### src/rtl/fsm_input_debouncer_pkg.sv
// rtl/fsm_input_debouncer_pkg.sv - shared types and constants for the input debouncer
package fsm_input_debouncer_pkg;

  typedef enum logic {STABLE, PENDING} deb_state_t;

  localparam logic [7:0] GLITCH_MAX = 8'd255;

  // Increment that sticks at GLITCH_MAX instead of wrapping.
  function automatic logic [7:0] sat_inc(input logic [7:0] value);
    return (value == GLITCH_MAX) ? value : value + 8'd1;
  endfunction

endpackage

### src/rtl/sync_chain.sv
// rtl/sync_chain.sv - multi-flop synchronizer for an asynchronous bus
module sync_chain #(
  parameter int WIDTH = 2,
  parameter int DEPTH = 2
) (
  input  logic             clk,
  input  logic             reset,
  input  logic [WIDTH-1:0] d,
  output logic [WIDTH-1:0] q
);

  logic [WIDTH-1:0] stages [DEPTH];

  // Shift the raw value down the chain; every stage clears on reset.
  always_ff @(posedge clk or posedge reset) begin
    if (reset) begin
      for (int i = 0; i < DEPTH; i++) begin
        stages[i] <= '0;
      end
    end else begin
      stages[0] <= d;
      for (int i = 1; i < DEPTH; i++) begin
        stages[i] <= stages[i-1];
      end
    end
  end

  assign q = stages[DEPTH-1];

endmodule

### src/rtl/fsm_input_debouncer.sv
// rtl/fsm_input_debouncer.sv - synchronize and symbol-debounce a 2-bit raw input
module fsm_input_debouncer
  import fsm_input_debouncer_pkg::*;
#(
  parameter int NSYNC           = 2,
  parameter int DEBOUNCE_CYCLES = 4
) (
  input  logic       clk,
  input  logic       reset,
  input  logic [1:0] raw_in,
  output logic [1:0] in_,
  output logic       change,
  output logic [7:0] glitch_cnt
);

  localparam int               CNT_W    = $clog2(DEBOUNCE_CYCLES);
  localparam logic [CNT_W-1:0] CNT_LAST = CNT_W'(DEBOUNCE_CYCLES - 1);
  localparam logic [CNT_W-1:0] CNT_ONE  = CNT_W'(1);

  logic [1:0]       sync;
  deb_state_t       state, state_next;
  logic [1:0]       cand, cand_next;
  logic [CNT_W-1:0] cnt, cnt_next;
  logic [1:0]       in_next;
  logic             change_next;
  logic [7:0]       glitch_next;

  sync_chain #(
    .WIDTH (2),
    .DEPTH (NSYNC)
  ) u_sync (
    .clk   (clk),
    .reset (reset),
    .d     (raw_in),
    .q     (sync)
  );

  // Register the debounce state, candidate, counter and all outputs.
  always_ff @(posedge clk or posedge reset) begin
    if (reset) begin
      state      <= STABLE;
      cand       <= 2'b00;
      cnt        <= '0;
      in_        <= 2'b00;
      change     <= 1'b0;
      glitch_cnt <= 8'd0;
    end else begin
      state      <= state_next;
      cand       <= cand_next;
      cnt        <= cnt_next;
      in_        <= in_next;
      change     <= change_next;
      glitch_cnt <= glitch_next;
    end
  end

  // Whole-symbol debounce: any deviation from the candidate restarts or abandons it.
  always_comb begin
    state_next  = state;
    cand_next   = cand;
    cnt_next    = cnt;
    in_next     = in_;
    change_next = 1'b0;
    glitch_next = glitch_cnt;
    case (state)
      STABLE: begin
        if (sync != in_) begin
          cand_next  = sync;
          cnt_next   = CNT_ONE;
          state_next = PENDING;
        end
      end
      PENDING: begin
        if (sync == cand) begin
          if (cnt == CNT_LAST) begin
            in_next     = cand;
            change_next = 1'b1;
            cnt_next    = '0;
            state_next  = STABLE;
          end else begin
            cnt_next = cnt + CNT_ONE;
          end
        end else if (sync == in_) begin
          glitch_next = sat_inc(glitch_cnt);
          cnt_next    = '0;
          state_next  = STABLE;
        end else begin
          glitch_next = sat_inc(glitch_cnt);
          cand_next   = sync;
          cnt_next    = CNT_ONE;
        end
      end
      default: begin
        state_next = STABLE;
        cnt_next   = '0;
      end
    endcase
  end

endmodule

### config.mk
export PLATFORM = sky130hd
export DESIGN_NAME = fsm_input_debouncer
export DESIGN_NICKNAME = d
export VERILOG_FILES = /design/src/rtl/fsm_input_debouncer_pkg.sv /design/src/rtl/sync_chain.sv /design/src/rtl/fsm_input_debouncer.sv
export SDC_FILE = /design/constraint.sdc
export NUM_CORES = 1
export LEC_CHECK = 0
export CORE_MARGIN = 3
export CORE_UTILIZATION = 50
export CTS_BUF_LIST = sky130_fd_sc_hd__clkbuf_8
export CTS_CLUSTER_SIZE = 16
export DETAILED_ROUTE_END_ITERATION = 6
export GPL_ROUTABILITY_DRIVEN = 0
export GPL_TIMING_DRIVEN = 0
export PLACE_DENSITY = 0.8
export SLEW_MARGIN = 10
export SYNTH_ARGS = -nofsm -noshare
export SYNTH_HDL_FRONTEND = slang
export SYNTH_HIERARCHICAL = 1
export SYNTH_SLANG_ARGS = --single-unit
### constraint.sdc
create_clock -name clk -period 2.8 [get_ports clk]
set_input_delay 0.56 -clock clk [delete_from_list [all_inputs] [get_ports clk]]
set_output_delay 0.56 -clock clk [all_outputs]
set_load 0.01 [all_outputs]
==> run metrics <==
clock root buffer clkbuf_8; I/O Pins 15; sw power 397 uW; Clk Latency, worst-skew pair 250 ps; Max Cap Viol 0; clk slew on worst S/H paths 70 ps; Congestion Overflow GR 0; CP max stage delay 580 ps; CORE AREA 1610 sq um; vias per cell 4.91; drt wl/cell 12.3 microns; unrepaired setup endpoints after global routing false; Cell Chain, Critical Path clkdlybuf4s50_1; number of cells on the critical path 1; post-route cell area 1120 sq um; Final period util 65.2%; Synth Flop Type dfrtp_1; Mapped Cells 79; TNS Setup 0 ps; Starting Density 56.5%; status complete, no violations; Final WS setup 974 ps; count of cell types in the netlist 27; part of the power in registers 43.4%; FFs w/ async S/R, synth 100%; P&R area growth vs syn 23.2%; FILL cells 135; Hold Path Cell Cnt 0; Hold Vio Cnt, Final 0; CTS buffer count 3; Comb pwr share 41.1%; number of I/O port buffers 14; dpl ws 1100 ps; Reg2Reg Depth 5; Final Slew Violations 0; first-pass GRT wire length 2690 microns; Clock power frac 15.5%; initial drt markers 6; Worst Setup Start Kind flip-flop; clock sink total 20; post-synthesis net count 85; syn_area_per_cell 11.5 sq um; CTS tree done; Die Y 48.7 microns; final worst path period need 1830 ps; P per Cell Area 1010 nW/um^2; Least-Margin Pin Slew 590 ps; DRC 0; number of synthesized flops with an enable pin 0; vias in the first global route 619; initial antenna violation count 0; HP Class flip-flop to flip-flop; Max-slew headroom 60.6%; internal power 739 uW; Hold Buf Count CTS 0; Final setup viols 0; Die X 48.7 microns; Yosys Warn Count 6; layout cells sized above 1 12.5%; post-cts sizing count 0; Slowest cell on crit path clkdlybuf4s50_1; Top delay family on crit path buffers and inverters; remaining antenna violation count 0; CP required 2240 ps; row count 14; htree depth 1; Vias 589; crit end category output pin; Global Route Usage Sum 14.3%; Setup Buffers After CTS 0; sequential fraction of the synthesis area 54.9%; Die ar. 2370 sq um; type of the worst setup path flip-flop to output pin; skew final 1.47 ps; Synth Cell Area 911 sq um; CP max FO 5; PnR Total Power 1140 uW; final wirelength 1470 microns; Yosys reg bits 20; VDD IR max 0.000661 V; largest net degree at the start of global routing 17; hpwl dp 1160 microns; ANT cells 0; Arr. time, crit path 1270 ps; DRT Pass-1 Iters 4; Hold Worst Slack 357 ps; CTS max path bufs 2; leakage power 0.000489 uW; fmax 548 MHz; Area after DPL 1080 sq um; switching share of power 34.9%; Worst Path Buf+Inv 1; Nets 104
==> final timing paths <==
path / from / end / slack, ps
min in group asynchronous: reset / u_sync/stages[2] / 510
hold reg to reg: u_sync/stages[3] / u_sync/q[1] / 360
setup / recovery: glitch_cnt[2] / glitch_cnt[2] / 970
setup reg to reg: glitch_cnt[0] / glitch_cnt[1] / 1090
max in group asynchronous: reset / change / 1720
hold / removal: u_sync/stages[3] / u_sync/q[1] / 360
==> metrics by stage <==
stage | cells | util (%)
6_report | 120 | 69.6
5_1_grt | 120 | 69.6
3_3_place_gp | 117 | 67.1
4_1_cts | 120 | 69.6
3_5_place_dp | 117 | 67.1
2_1_floorplan | 79 | -
==> synthesized netlist by cell type, types with 3 or more instances <==
master / count / area (sq um)
xor2_1: 4 / 35.0
nand2_1: 6 / 22.5
inv_1: 5 / 18.8
xnor2_1: 3 / 26.3
nor2_1: 7 / 26.3
mux2_1: 3 / 33.8
nand3_1: 4 / 20.0
dfrtp_1: 20 / 500
==> cells by family (layout without fill, tap and decap cells) <==
kind of cell               after synthesis  in the layout  synth area share, %
AOI/OAI and AO/OA                        6              6                 4.12
xor gates and xnor gates                 7              7                 6.73
adders and majority gates                2              2                 2.75
buffers and inverters                    8             25                 4.26
DFF                                     20             20                 54.9
muxes                                    9              9                 11.7
and+or+nand+nor                         27             27                 15.5
==> area by class of cell <==
class | count | area (sq um) | area share (%)
Timing Repair Buffer | 14 | 140 | 12.5
Sequential cell | 20 | 500 | 44.6
Clock buffer | 3 | 41.3 | 3.68
Tap cell | 24 | 30.0 | 2.68
Inverter | 5 | 18.8 | 1.67
Buffer | 3 | 20.0 | 1.78
Multi-Input combinational cell | 51 | 372 | 33.1
==> state kept, by name, summed over array words and instances (netlist names) <==
name,flops
in_,2
cnt,2
state,1
u_sync/q,2
glitch_cnt,8
change,1
cand,2
u_sync/stages,2
==> metal layers <==
| metal | up-vias | track usage [%] | routed length (microns) |
|---|---|---|---|
| met5 | - | 0 | 0 |
| met4 | 0 | 4.27 | 11 |
| met3 | 2 | 2.76 | 42 |
| met2 | 10 | 23.8 | 690 |
| met1 | 276 | 18.8 | 726 |
| li1 | 301 | - | - |
==> worst register-to-register path, cell delays in order (launching register included) <==
cell and delay [ps]:
dfrtp_1 410, ha_1 220, nand3_1 130, or3_1 350, nor2b_1 170, mux2_1 320
==> power by group through the flow <==
stage / Clock [uW] / Combinational (uW) / Sequential (uW)
after floorplan: 0 / 262 / 504
after global placement: 0 / 453 / 488
after detailed placement: 0 / 471 / 496
after CTS: 181 / 473 / 492
after global routing: 198 / 522 / 510
final: 176 / 467 / 492
==> cells in the final DEF, fill, tap and decap left out, drive strengths merged, types with 2 or more instances in the layout <==
cell and instances:
inv 5, nor3 2, buf 3, clkbuf 3, nor2 7, clkdlybuf4s50 14
xor2 4, dfrtp 20, o21ai 4, mux2 7, nand2 6, ha 2
xnor2 3, mux2i 2, nand3 4, or3 2
Power figures use the tool's default switching activity.
